`config.mk`:
```
export PLATFORM = sky130hd
export DESIGN_NAME = fp32_recip_mul_pipe
export DESIGN_NICKNAME = d
export VERILOG_FILES = /design/src/rtl/fp32_recip_mul_pipe.sv
export SDC_FILE = /design/constraint.sdc
export NUM_CORES = 2
export LEC_CHECK = 0
export ABC_CLOCK_PERIOD_IN_PS = 7550
export CORE_ASPECT_RATIO = 0.7
export CORE_MARGIN = 2
export CORE_UTILIZATION = 44
export CTS_BUF_LIST = sky130_fd_sc_hd__clkbuf_8 sky130_fd_sc_hd__clkbuf_16
export DETAILED_ROUTE_END_ITERATION = 8
export DONT_BUFFER_PORTS = 1
export PLACE_DENSITY = 0.59
export SLEW_MARGIN = 20
export SYNTH_ARGS = -nofsm -noshare
export SYNTH_HDL_FRONTEND = slang
export SYNTH_SLANG_ARGS = --single-unit
```
`constraint.sdc`:
```
create_clock -name clk -period 7.55 [get_ports clk]
set_input_delay 0.755 -clock clk [delete_from_list [all_inputs] [get_ports clk]]
set_output_delay 0.755 -clock clk [all_outputs]
set_load 0.03 [all_outputs]
```
`src/rtl/fp32_recip_mul_pipe.sv`:
```
// fp32_recip_mul_pipe: three-stage FP32 multiplier forming num * (1/b).
// S1 unpacks and classifies operands, S2 forms the 48-bit mantissa product,
// S3 normalises, rounds and registers the result and flags.
// Each stage advances when it is empty or its successor advances, so bubbles
// collapse and a stalled consumer back-pressures all the way to in_ready.
module fp32_recip_mul_pipe #(
  parameter bit          ROUND_EN = 1'b1,
  parameter logic [31:0] NAN_OUT  = 32'h7FC00001
) (
  input  logic        clk,
  input  logic        rst,
  input  logic        in_valid,
  output logic        in_ready,
  input  logic [31:0] num,
  input  logic [31:0] recip,
  output logic        out_valid,
  input  logic        out_ready,
  output logic [31:0] out_result,
  output logic [3:0]  out_flags
);

  // Flow control
  logic w_adv1, w_adv2, w_adv3;

  // Stage 1 registers
  logic               r_v1;
  logic               r_s1_sign;
  logic signed [9:0]  r_s1_exp;
  logic [23:0]        r_s1_ma, r_s1_mb;
  logic               r_s1_spec;
  logic [31:0]        r_s1_spec_res;
  logic [3:0]         r_s1_spec_flags;

  // Stage 2 registers
  logic               r_v2;
  logic               r_s2_sign;
  logic signed [9:0]  r_s2_exp;
  logic [47:0]        r_s2_prod;
  logic               r_s2_spec;
  logic [31:0]        r_s2_spec_res;
  logic [3:0]         r_s2_spec_flags;

  // Stage 3 (output) registers
  logic               r_v3;
  logic [31:0]        r_out_result;
  logic [3:0]         r_out_flags;

  // Stage 1 combinational unpack
  logic               w_s1_sign;
  logic signed [9:0]  w_s1_exp;
  logic               w_a_zero, w_a_inf, w_a_nan;
  logic               w_b_zero, w_b_inf, w_b_nan;
  logic               w_s1_spec;
  logic [31:0]        w_s1_spec_res;
  logic [3:0]         w_s1_spec_flags;

  // Stage 3 combinational normalise/round
  logic [22:0]        w_mant;
  logic               w_guard, w_sticky, w_inc, w_carry;
  logic [22:0]        w_mant_r;
  logic signed [9:0]  w_e_n, w_e_r;
  logic [31:0]        w_res;
  logic [3:0]         w_flags;

  assign w_adv3   = !r_v3 | out_ready;
  assign w_adv2   = !r_v2 | w_adv3;
  assign w_adv1   = !r_v1 | w_adv2;
  assign in_ready = w_adv1;

  assign out_valid  = r_v3;
  assign out_result = r_out_result;
  assign out_flags  = r_out_flags;

  assign w_s1_sign = num[31] ^ recip[31];
  assign w_s1_exp  = $signed({2'b00, num[30:23]}) + $signed({2'b00, recip[30:23]}) - 10'sd127;

  // Exponent zero is flushed to zero, so subnormal inputs behave as zero
  assign w_a_zero = (num[30:23] == 8'h00);
  assign w_a_inf  = (num[30:23] == 8'hFF) && (num[22:0] == 23'd0);
  assign w_a_nan  = (num[30:23] == 8'hFF) && (num[22:0] != 23'd0);
  assign w_b_zero = (recip[30:23] == 8'h00);
  assign w_b_inf  = (recip[30:23] == 8'hFF) && (recip[22:0] == 23'd0);
  assign w_b_nan  = (recip[30:23] == 8'hFF) && (recip[22:0] != 23'd0);

  // Special-operand classification; NaN takes priority over Inf*zero
  always_comb begin
    w_s1_spec       = 1'b0;
    w_s1_spec_res   = '0;
    w_s1_spec_flags = '0;
    if (w_a_nan || w_b_nan) begin
      w_s1_spec     = 1'b1;
      w_s1_spec_res = NAN_OUT;
    end else if ((w_a_inf && w_b_zero) || (w_b_inf && w_a_zero)) begin
      w_s1_spec       = 1'b1;
      w_s1_spec_res   = NAN_OUT;
      w_s1_spec_flags = 4'b1000;
    end else if (w_a_inf || w_b_inf) begin
      w_s1_spec     = 1'b1;
      w_s1_spec_res = {w_s1_sign, 8'hFF, 23'd0};
    end else if (w_a_zero || w_b_zero) begin
      w_s1_spec     = 1'b1;
      w_s1_spec_res = {w_s1_sign, 31'd0};
    end
  end

  // Stage 1: capture unpacked operands with hidden bits
  always_ff @(posedge clk or posedge rst) begin
    if (rst) begin
      r_v1            <= 1'b0;
      r_s1_sign       <= 1'b0;
      r_s1_exp        <= '0;
      r_s1_ma         <= '0;
      r_s1_mb         <= '0;
      r_s1_spec       <= 1'b0;
      r_s1_spec_res   <= '0;
      r_s1_spec_flags <= '0;
    end else if (w_adv1) begin
      r_v1 <= in_valid;
      if (in_valid) begin
        r_s1_sign       <= w_s1_sign;
        r_s1_exp        <= w_s1_exp;
        r_s1_ma         <= {1'b1, num[22:0]};
        r_s1_mb         <= {1'b1, recip[22:0]};
        r_s1_spec       <= w_s1_spec;
        r_s1_spec_res   <= w_s1_spec_res;
        r_s1_spec_flags <= w_s1_spec_flags;
      end
    end
  end

  // Stage 2: 24x24 mantissa product, specials carried alongside
  always_ff @(posedge clk or posedge rst) begin
    if (rst) begin
      r_v2            <= 1'b0;
      r_s2_sign       <= 1'b0;
      r_s2_exp        <= '0;
      r_s2_prod       <= '0;
      r_s2_spec       <= 1'b0;
      r_s2_spec_res   <= '0;
      r_s2_spec_flags <= '0;
    end else if (w_adv2) begin
      r_v2 <= r_v1;
      if (r_v1) begin
        r_s2_sign       <= r_s1_sign;
        r_s2_exp        <= r_s1_exp;
        r_s2_prod       <= r_s1_ma * r_s1_mb;
        r_s2_spec       <= r_s1_spec;
        r_s2_spec_res   <= r_s1_spec_res;
        r_s2_spec_flags <= r_s1_spec_flags;
      end
    end
  end

  // Normalise, round-to-nearest-even, and range-check the exponent
  always_comb begin
    if (r_s2_prod[47]) begin
      w_mant   = r_s2_prod[46:24];
      w_guard  = r_s2_prod[23];
      w_sticky = |r_s2_prod[22:0];
      w_e_n    = r_s2_exp + 10'sd1;
    end else begin
      w_mant   = r_s2_prod[45:23];
      w_guard  = r_s2_prod[22];
      w_sticky = |r_s2_prod[21:0];
      w_e_n    = r_s2_exp;
    end
    w_inc = ROUND_EN && w_guard && (w_sticky || w_mant[0]);
    {w_carry, w_mant_r} = {1'b0, w_mant} + {23'd0, w_inc};
    // A rounding carry leaves the mantissa at zero and bumps the exponent
    w_e_r = w_carry ? (w_e_n + 10'sd1) : w_e_n;

    w_res   = '0;
    w_flags = '0;
    if (r_s2_spec) begin
      w_res   = r_s2_spec_res;
      w_flags = r_s2_spec_flags;
    end else if (w_e_r >= 10'sd255) begin
      w_res   = {r_s2_sign, 8'hFF, 23'd0};
      w_flags = 4'b0101;
    end else if (w_e_r <= 10'sd0) begin
      // Arithmetic path operands are nonzero, so the flushed result is inexact
      w_res   = {r_s2_sign, 31'd0};
      w_flags = 4'b0011;
    end else begin
      w_res   = {r_s2_sign, w_e_r[7:0], w_mant_r};
      w_flags = {3'b000, w_guard | w_sticky};
    end
  end

  // Stage 3: registered result, held while the consumer stalls
  always_ff @(posedge clk or posedge rst) begin
    if (rst) begin
      r_v3         <= 1'b0;
      r_out_result <= '0;
      r_out_flags  <= '0;
    end else if (w_adv3) begin
      r_v3 <= r_v2;
      if (r_v2) begin
        r_out_result <= w_res;
        r_out_flags  <= w_flags;
      end
    end
  end

endmodule

```
* Word level (Yosys, flattened, before mapping) *
Index checks and enable logic that the tools add are counted.

word-level totals
  output and inout bits = 38
  bits in latches = 0
  RAM bits = 0
  bits in read-only memories = 0
  memories = 0
  register bits after elaboration = 231
  logic and storage cells = 80
  input bits = 68

operators by class
  equality and inequality tests = 2
  muxes and demuxes = 21
  reduce and logical (&&, ||, !) cells = 26
  bitwise gates (word level) = 5
  multiply operators = 1
  $add $sub $neg = 5
  div/mod/pow operators = 0
  magnitude comparators = 2
  shift-type cells = 0

operator list
  operator                 count
  $mux W32                 5
  $mux W31                 2
  $mul A24 B24 Y48         1
  $logic_not A23 Y1        2
  $reduce_bool A23 Y1      2
  $add A23 B1 Y24          1
  $mux W23                 1
  $reduce_or A23 Y1        1
  $reduce_or A22 Y1        1
  $add A10 B2 Y10 const B  2
  $mux W10                 2
  $eq A8 B8 Y1 const B     2
  $logic_not A8 Y1         2
  $mux W4                  3
  $ge A10 B9 Y1 const B    1
  $le A10 B1 Y1 const B    1
  $sub A9 B7 Y10 const B   1
  $add A8 B8 Y9            1
  $logic_and A1 B1 Y1      7
  $mux W1                  6
  $reduce_and A2 Y1        3
  $logic_or A1 B1 Y1       5
  $or A1 B1 Y1             4
  $logic_not A1 Y1         3
  other kinds (3)          3

* Depth between registers and ports, before layout *
  depth in word-level cells = 10
  gate-level depth with buffers = 27
  depth with buffers taken out = 25

* Worst setup path after synthesis *
No wires, ideal clock.

  path type = reg-to-reg
  from = register r_s1_mb[3]
  to = register r_s2_prod[47]
  slack = 0.823 ns
  data required time = 7.416 ns
  library setup time = 0.134 ns
  arrival time = 6.593 ns
  cell stages (with the launch flop) = 28
  cells stage by stage = dfrtp_1 clkbuf_1 clkbuf_1 nand2_1 fa_1 inv_1 fa_1 inv_1 fa_1 inv_1 fa_1 inv_1 fa_1 inv_1 fa_1 inv_1 fa_1 inv_1 ha_1 nand4_1 o32ai_1 a211oi_1 o22ai_1 o21ai_0 a2111oi_0 o32a_1 xnor2_1 o21ai_0

between the ends
  cells in the longest elaborated chain, start to end = 1

ends and longest elaborated chain
  element                 line  text
  from (decl)             29    logic [23:0] r_s1_ma, r_s1_mb;
  from (signal assigned)  123   r_s1_mb <= {1'b1, recip[22:0]};
  $mul A24 B24 Y48        146   r_s2_prod <= r_s1_ma * r_s1_mb;
  to (signal assigned)    146
  to (decl)               38    logic [47:0] r_s2_prod;

No other way between the ends.
A chain may end at the register's enable or synchronous reset.

* Worst setup path after layout *
  from = register r_s1_ma[20]
  to = register r_s2_prod[41]

between the ends
  cells in the longest elaborated chain, start to end = 1

ends and longest elaborated chain
  element                 line  text
  from (decl)             29
  from (signal assigned)  122   r_s1_ma <= {1'b1, num[22:0]};
  $mul A24 B24 Y48        146

No other way between the ends.

==> metrics.txt <==
Die W=302 um; Post-synth top flop=dfrtp_1; f_max=about 140 MHz; Clock Skew=0.0104 ns; CP Class=register to register; CP arrival=7.62 ns; DR WL met3=between 6 and 7 mm; register area share after synthesis=0.152; status=finished clean; reg2reg path depth=24; wl on met1=34.9 mm; Clock Sinks=166; Clock Tree Root=clkbuf_16; startpoint types=register; WL final=roughly 77 mm; Post-synth EDFFs=0; vias per cell=between 5 and 6; flops & latches, synth=approximately 170; Synth Cell Area=between 20000 and 30000 sq um; CTS Buf Count=17; CTS tree=yes; die area=64000 sq um; Worst R2R Start=r_s1_ma[20]; first-iteration detailed-routing DRC count=1310; Worst Max-Slew Pin Slew=between 1 and 1.5 ns; Register Area=4180 sq um; Top Metal Used=met4; Final min period=approximately 7.3 ns; Max-slew headroom=0.329; Final Hold Vio Count=0; vias in the first global route=21700; setup violators final=0; WL per Instance=between 15 and 20 um; Final Max Tran Viols=0; antenna violations before repair=1; io pins=roughly 110; ys async rst share=1.00; syn_area_per_cell=~9 sq um; Final #Nets=3787; Post-Layout Inst Area=29300 sq um; fillcell total=5960; CP Data Required Time=just under 8 ns; total grt overflow=0; Initial Utilization=0.444; # hold bufs at CTS=0; Clock Path Buffers=2; max-cap viol count=0; RD Place Congestion=just over 0.9; H-tree levels=4; port bufs=0; Gate Count Post-Synth=between 3000 and 4000; dpl cell area=28600 sq um; Synth Warn #=0; HP Class=primary input to async pin; post-synth cell types=slightly above 80; Worst Setup End Kind=register; DR pass1 iterations=7; drt drc=0; R2R setup slack=between 0.2 and 0.3 ns; layout overhead on the synthesized area=7.30%; layout cells sized above 1=0.0661; placed wire-length estimate=about 63 mm; Clock Latency Late Sink=around 0.47 ns; chip height=around 210 um; Via Count=approximately 21000; # rows=76; period utilisation layout=0.966; Mapped Nets=3805; FF-to-FF End=r_s2_prod[41]; post-route antenna net violation count=0; area of the multi-input gates=roughly 20000 sq um; metal2 WL=approximately 34 mm; global-route wire length before repair=about 120 mm; largest net degree at the start of global routing=between 100 and 150; All-Layer GR Usage=0.252; clock transition at the registers of the reported paths=approximately 0.080 ns; top fanout value on the critical path=7; core box area=roughly 61000 sq um
-- per-stage QoR --
step | hold WS [ns] | setup TNS [ns] | std cells | setup slack [ns] | utilization
after CTS | 0.212 | 0 | 3874 | 0.0622 | 0.475
after global routing | 0.215 | -0.00109 | 3875 | -0.00109 | 0.476
after floorplan | 0.439 | 0 | 3061 | 0.823 | -
after global placement | 0.452 | 0 | 3842 | 0.153 | 0.465
final | 0.189 | 0 | 3877 | 0.259 | 0.476
after detailed placement | 0.450 | 0 | 3842 | 0.00307 | 0.465
-- cell type report --
type	count	area share
Multi-Input combinational cell	2169	0.695
Sequential cell	166	0.143
Inverter	573	0.0737
Tap cell	819	0.0350
Timing Repair Buffer	116	0.0330
Clock buffer	18	0.0150
Clock inverter	14	0.00470
Antenna cell	2	0.000171
-- worst max-delay path: stages (launching register included) --
cell and delay, ns:
dfrtp_1 0.55, and2_1 0.27, fa_1 0.51, fa_1 0.57, inv_1 0.07, fa_1 0.50, fa_1 0.52, inv_1 0.05
fa_1 0.51, fa_1 0.54, inv_1 0.06, fa_1 0.48, inv_1 0.04, ha_1 0.34, a211oi_1 0.29, o32ai_2 0.13
a211oi_2 0.25, o22ai_1 0.12, buf_4 0.16, o21ai_0 0.28, buf_4 0.22, a21oi_2 0.11, a311oi_1 0.29, xor2_1 0.18
o21ai_0 0.08
-- worst max-delay path by stage --
stage,start,cells after the start,slack (ns),endpoint
floorplan,r_s1_mb[3],27,0.82,r_s2_prod[47]
global placement,r_s1_mb[3],26,0.15,r_s2_prod[41]
detailed placement,r_s1_ma[8],26,0.003,r_s2_prod[47]
CTS,r_s1_ma[10],24,0.06,r_s2_prod[41]
global route,r_s1_mb[11],24,-0.001,r_s2_prod[41]
finish,r_s1_ma[20],24,0.26,r_s2_prod[41]
-- routing by layer --
layer | track usage | vias up
li1 | - | 9319
met1 | 0.358 | 10500
met2 | 0.384 | 687
met3 | 0.0698 | 80
met4 | 0.0579 | 0
met5 | 0 | -
-- layout by cell type, fill, tap and decap left out, types with 22 or more instances in the layout --
| master | n |
|---|---|
| ha_1 | 192 |
| xnor2_1 | 48 |
| xor2_1 | 33 |
| nand4_1 | 23 |
| buf_4 | 107 |
| o21ai_0 | 76 |
| nor2_1 | 47 |
| inv_1 | 572 |
| fa_1 | 483 |
| a21oi_1 | 60 |
| and2_1 | 315 |
| dfrtp_1 | 144 |
| nand3_1 | 29 |
| dfrtp_2 | 22 |
| a22o_1 | 22 |
| nand2_1 | 581 |
-- state kept, by name (all words and copies together), names as in the netlist, 3 cells and up --
name / flops
r_s1_exp: 10
r_s2_exp: 10
r_s2_prod: 48
r_s1_mb: 23
r_s2_spec_res: 3
out_result: 32
out_flags: 4
r_s1_spec_res: 3
r_s1_ma: 24
-- cells by family (layout without fill, tap and decap cells) --
| kind of cell | Yosys count | count (layout) | synth area share |
|---|---|---|---|
| adders and majority gates | 676 | 676 | 0.443 |
| muxes | 20 | 20 | 0.00753 |
| xor gates and xnor gates | 82 | 82 | 0.0266 |
| other | 0 | 2 | 0 |
| DFF | 166 | 166 | 0.152 |
| AOI/OAI and AO/OA | 287 | 287 | 0.0711 |
| and+or+nand+nor | 1104 | 1104 | 0.196 |
| buffers and inverters | 726 | 721 | 0.103 |
-- Yosys cell counts, types with 5 or more instances --
master / number / share of area
nand2_1: 583 / 0.080
inv_1: 573 / 0.079
fa_1: 483 / 0.35
and2_1: 316 / 0.073
ha_1: 193 / 0.089
dfrtp_1: 166 / 0.15
clkbuf_1: 135 / 0.019
o21ai_0: 77 / 0.014
a21oi_1: 61 / 0.011
xnor2_1: 48 / 0.015
nor2_1: 47 / 0.0065
xor2_1: 33 / 0.011
nand3_1: 29 / 0.0053
nand4_1: 23 / 0.0053
a22o_1: 22 / 0.0071
nor3_1: 20 / 0.0037
a211oi_1: 18 / 0.0050
a21o_1: 18 / 0.0050
nor4_1: 17 / 0.0039
mux2i_1: 16 / 0.0059
nand2b_1: 14 / 0.0032
o21a_1: 12 / 0.0033
a211o_1: 10 / 0.0032
and3_1: 10 / 0.0023
nor2b_1: 9 / 0.0021
or3_1: 7 / 0.0016
nor3b_1: 6 / 0.0017
o21bai_1: 6 / 0.0017
a221o_1: 5 / 0.0018
o211ai_1: 5 / 0.0014
o31ai_1: 5 / 0.0014
-- timing repair --
action                                  in CTS  in global routing
setup buffers                                0                  1
endpoints found under the setup margin       1                 13
hold endpoints to repair                     0                  0
pin swaps                                    0                  1
gates resized for setup                      3                 29
Power is not shown: default switching activity piles up to over one toggle a cycle in this logic, so the estimate is an artifact.
